==> config.mk <==
export PLATFORM = sky130hd
export DESIGN_NAME = fetch_queue
export DESIGN_NICKNAME = d
export VERILOG_FILES = /design/src/rtl/fetch_queue.sv
export SDC_FILE = /design/constraint.sdc
export NUM_CORES = 1
export LEC_CHECK = 0
export ABC_AREA = 1
export BUFFER_PORTS_ARGS = -buffer_cell sky130_fd_sc_hd__buf_2
export CAP_MARGIN = 20
export CORE_MARGIN = 2
export CORE_UTILIZATION = 45
export CTS_CLUSTER_DIAMETER = 80
export DETAILED_ROUTE_END_ITERATION = 16
export MAX_ROUTING_LAYER = met4
export PLACE_DENSITY = 0.72
export REMOVE_ABC_BUFFERS = 1
export SETUP_SLACK_MARGIN = 0.4
export SYNTH_ARGS = -nofsm -noshare
export SYNTH_HDL_FRONTEND = slang
export SYNTH_SLANG_ARGS = --single-unit
==> constraint.sdc <==
create_clock -name clk -period 5.8 [get_ports clk]
set_clock_uncertainty 0.1 [all_clocks]
set_input_delay 0.87 -clock clk [delete_from_list [all_inputs] [get_ports clk]]
set_output_delay 0.87 -clock clk [all_outputs]
set_load 0.02 [all_outputs]
==> src/rtl/fetch_queue.sv <==
// Instruction-fetch front end: PC generator feeding an N-entry prefetch queue that reserves an
// entry per request, fills it on the in-order memory response and drops wrong-path responses.
module fetch_queue #(
    parameter int unsigned      DBITS        = 32,
    parameter int unsigned      INST_SIZE    = 4,
    parameter logic [DBITS-1:0] START_PC     = 'h40,
    parameter int unsigned      QUEUE_DEPTH  = 4,
    parameter int unsigned      PTR_BITS     = 2,
    parameter int unsigned      IMEM_LATENCY = 1
) (
    input  logic             clk,
    input  logic             reset,
    output logic             imemReqValid,
    output logic [DBITS-1:0] imemAddr,
    input  logic [DBITS-1:0] imemRdata,
    input  logic             imemRvalid,
    output logic             instValid,
    output logic [DBITS-1:0] instWord,
    output logic [DBITS-1:0] instPc,
    output logic [DBITS-1:0] instNextPc,
    input  logic             instReady,
    input  logic             redirectEn,
    input  logic [DBITS-1:0] redirectPc
);

    localparam int unsigned      CNT_BITS  = PTR_BITS + 1;
    // In-flight requests are bounded by the memory latency; the queue depth adds headroom.
    localparam int unsigned      DROP_BITS = $clog2(QUEUE_DEPTH + IMEM_LATENCY) + 1;
    localparam logic [CNT_BITS-1:0] DEPTH_CNT = CNT_BITS'(QUEUE_DEPTH);
    localparam logic [DBITS-1:0] PC_INC    = DBITS'(INST_SIZE);

    logic [DBITS-1:0]     r_fetch_pc;
    logic [PTR_BITS-1:0]  r_head;
    logic [PTR_BITS-1:0]  r_tail;
    logic [CNT_BITS-1:0]  r_count;
    logic [CNT_BITS-1:0]  r_nfill;
    logic [DROP_BITS-1:0] r_drop;
    logic [DBITS-1:0]     r_pc   [QUEUE_DEPTH];
    logic [DBITS-1:0]     r_word [QUEUE_DEPTH];

    logic                 w_fire;
    logic                 w_issue;
    logic                 w_resp_fill;
    logic                 w_resp_drop;
    logic [PTR_BITS-1:0]  w_fill_idx;
    logic [CNT_BITS-1:0]  w_unfilled;
    logic [DROP_BITS-1:0] w_drop_redirect;

    // Filled entries are always the oldest ones, so a fill count replaces per-entry flags.
    always_comb begin
        instValid       = !reset && (r_nfill != '0);
        instPc          = r_pc[r_head];
        instWord        = r_word[r_head];
        instNextPc      = r_pc[r_head] + PC_INC;
        w_fire          = instValid && instReady;
        w_issue         = !reset && !redirectEn && ((r_count != DEPTH_CNT) || w_fire);
        imemReqValid    = w_issue;
        imemAddr        = r_fetch_pc;
        w_resp_fill     = imemRvalid && (r_drop == '0);
        w_resp_drop     = imemRvalid && (r_drop != '0);
        w_fill_idx      = r_head + r_nfill[PTR_BITS-1:0];
        w_unfilled      = r_count - r_nfill;
        // A response arriving in the redirect cycle is itself wrong-path and is not counted.
        w_drop_redirect = r_drop + DROP_BITS'(w_unfilled) - DROP_BITS'(imemRvalid);
    end

    always_ff @(posedge clk) begin
        if (reset) begin
            r_fetch_pc <= START_PC;
            r_head     <= '0;
            r_tail     <= '0;
            r_count    <= '0;
            r_nfill    <= '0;
            r_drop     <= '0;
        end else if (redirectEn) begin
            r_fetch_pc <= redirectPc;
            r_head     <= '0;
            r_tail     <= '0;
            r_count    <= '0;
            r_nfill    <= '0;
            r_drop     <= w_drop_redirect;
        end else begin
            if (w_issue) begin
                r_tail     <= r_tail + 1'b1;
                r_fetch_pc <= r_fetch_pc + PC_INC;
            end
            if (w_fire) begin
                r_head <= r_head + 1'b1;
            end
            if (w_resp_drop) begin
                r_drop <= r_drop - 1'b1;
            end
            r_count <= r_count + CNT_BITS'(w_issue) - CNT_BITS'(w_fire);
            r_nfill <= r_nfill + CNT_BITS'(w_resp_fill) - CNT_BITS'(w_fire);
        end
    end

    // Entry payload needs no reset; occupancy counters qualify every read.
    always_ff @(posedge clk) begin
        if (!reset && !redirectEn) begin
            if (w_issue) begin
                r_pc[r_tail] <= r_fetch_pc;
            end
            if (w_resp_fill) begin
                r_word[w_fill_idx] <= imemRdata;
            end
        end
    end

endmodule

==> results.cfg <==
[sta]
finalHoldViolations = 0
fin_crit_ps = 4620
setup-tns-final_ps = 0
rsz0062_at_grt = false
relSlewSlack = 0.366
fmax_ghz = 0.216
finalSetupViolCount = 0
worst_slew_pin_slew_ps = 951
fin_crit_sh = 0.797
slew_violations = 0

[yosys]
ys.flop_type = edfxtp_1
synth_area_per_cell_um2 = 9.30
synthDistinctLibCells = 40
synth_seq_area_share = 0.602
async_flop_share = 0
synth-seq-cells = 304
synth_edf_count = 256
netlist_area_um2 = 14400
synth_warnings = 0
postSynthCellCount = 1546

[critical_path]
cp-end-kind = primary output
cp_max_fo = 63
required_ps = 4830
cp.arrival_ps = 3650
cp-start-kind = register
path_class = reg2out

[floorplanning]
fp-row-count = 65
die_w_um = 183
core-area_um2 = 31500
initial_core_util = 0.457
die-area_um2 = 33400
ios = 199
die_y_um = 183

[cts]
clkSlewWorstSetupHoldPaths_ps = 60
cts_tree = yes
clockBufferDepth = 3
cts-root-buf = clkbuf_16
insertion_delay_ps = 550
cts.sinks = 304
cts_resized = 0
cts_htree_levels = 1
cts_setup_buffers = 0
ctsHoldBuffers = 0
cts_buffers = 30

[routing]
wl_um = 37500
drc = 0
first_iter_violations = 914
vias = 11400
via_per_inst = 5.29
drt-pass1-iter-count = 6
routedWlPerCell_um = 17.4
ant_nets = 0

[final_layout]
drive_gt1_frac = 0.162
layout.nets = 1818
area_growth_pct = 15.2
final_cell_mix = nand2_1, edfxtp_1, nor2_1
layout_commonest_cell = nand2_1
final_area_um2 = 16600

[pwr]
p_leak_nw = 6.68
p_per_area_nw_per_um2 = 298
ir_drop_mv = 0.193

[placed_design]
gp_congestion = 0.921
postPlaceCellArea_um2 = 15700
hpwl_um = 25000
io_buffers = 198

[grt]
antenna_found_initial = 1
grt_pass1_vias = 10700
grt_pass1_wl_um = 58200
grtUsageTotal = 0.229
grt_start_max_net_pins = 84
grt_overflow = 0

[outcome]
status = finished clean

[job]
maxCapViolations = 0

[min_path]
min_path_type = reg2reg
[critical path, stage by stage (launching register included)]
cell,delay [ps]
dfxtp_4,800
clkinv_2,590
nor2_1,230
nor2_1,60
o21ai_0,110
nand2_1,170
ha_1,270
nand3_2,150
nor2_4,80
nand2_1,180
xor2_1,240
buf_2,210
[cell families after synthesis]
| logic type | Yosys count | synth area share |
|---|---|---|
| flops | 304 | 0.602 |
| xor+xnor | 35 | 0.0213 |
| compound gates | 185 | 0.0696 |
| fa+ha+maj | 24 | 0.0230 |
| simple gates | 832 | 0.234 |
| buf+inv | 166 | 0.0507 |
[cell type report]
| class | instances | area (um2) |
|---|---|---|
| clock inverter | 12 | 83.8 |
| antenna | 1 | 2.50 |
| fill | 2821 | 14900 |
| clock buffer | 43 | 831 |
| sequential | 304 | 8650 |
| timing repair buffer | 212 | 1100 |
| inverter | 101 | 380 |
| multi-input combinational | 1076 | 5020 |
| tap | 402 | 503 |
[sequential cells by signal, indices dropped and copies added, names as in the netlist, named ones only]
| name | cells |
|---|---|
| r_pc | 128 |
| r_word | 128 |
| imemAddr | 32 |
| r_drop | 4 |
| r_count | 3 |
| r_nfill | 3 |
| r_head | 2 |
| r_tail | 2 |
[synth_stat cells (3+ instances only)]
library cell	number	area share
nor2_2	4	0.0017
nor2_4	3	0.0023
inv_1	95	0.025
nor3_1	3	0.0010
o21ai_0	103	0.036
fa_1	4	0.0056
nor2_1	223	0.058
nand2_1	481	0.13
inv_2	4	0.0010
nand3b_1	9	0.0047
buf_2	16	0.0056
nand2_2	8	0.0035
clkbuf_1	33	0.0086
xnor2_1	9	0.0055
a31oi_1	7	0.0030
edfxtp_1	256	0.53
dfxtp_1	48	0.067
nand3_1	88	0.031
a211oi_1	5	0.0026
a21oi_1	30	0.010
buf_4	5	0.0026
ha_1	20	0.017
o22ai_1	34	0.015
nand4_1	6	0.0026
buf_6	9	0.0070
xor2_1	26	0.016
[where the power goes]
part | leakage [nW] | internal [mW] | switching [mW] | total, mW
Combinational | 3.51 | 0.204 | 0.389 | 0.594
Clock | 0.450 | 1.03 | 0.782 | 1.82
Sequential | 2.72 | 2.45 | 0.0787 | 2.53
[layer usage]
| layer | GRT usage | vias up | wire, um |
|---|---|---|---|
| met5 | - | - | 0 |
| met4 | 0.0732 | 0 | 1160 |
| met3 | 0.0298 | 70 | 2600 |
| met2 | 0.362 | 420 | 17500 |
| met1 | 0.311 | 5378 | 16300 |
| li1 | - | 5511 | - |
[worst paths after layout]
kind / start / slack, ps / endpoint / cells after the start
setup / recovery: register / 1180 / instNextPc[14] / 11
hold reg to reg: r_drop[2] / 430 / r_drop[2] / 2
hold / removal: r_drop[2] / 430 / r_drop[2] / 2
setup reg to reg: r_nfill[0] / 2900 / r_drop[3] / 13
[stage by stage]
stage          hold slack, ps  std cells  worst slack (ps)  power, mW  utilization
5_1_grt                   423       2151               879       5.13        0.526
6_report                  427       2151              1180       4.94        0.526
3_5_place_dp              417       2095              1750       3.16        0.497
3_3_place_gp              396       2095              1810       3.14        0.497
4_1_cts                   422       2150              1150       4.96        0.526
2_1_floorplan             373       1481              -398       2.93            -
No activity file was read; power rests on OpenSTA's default activity.
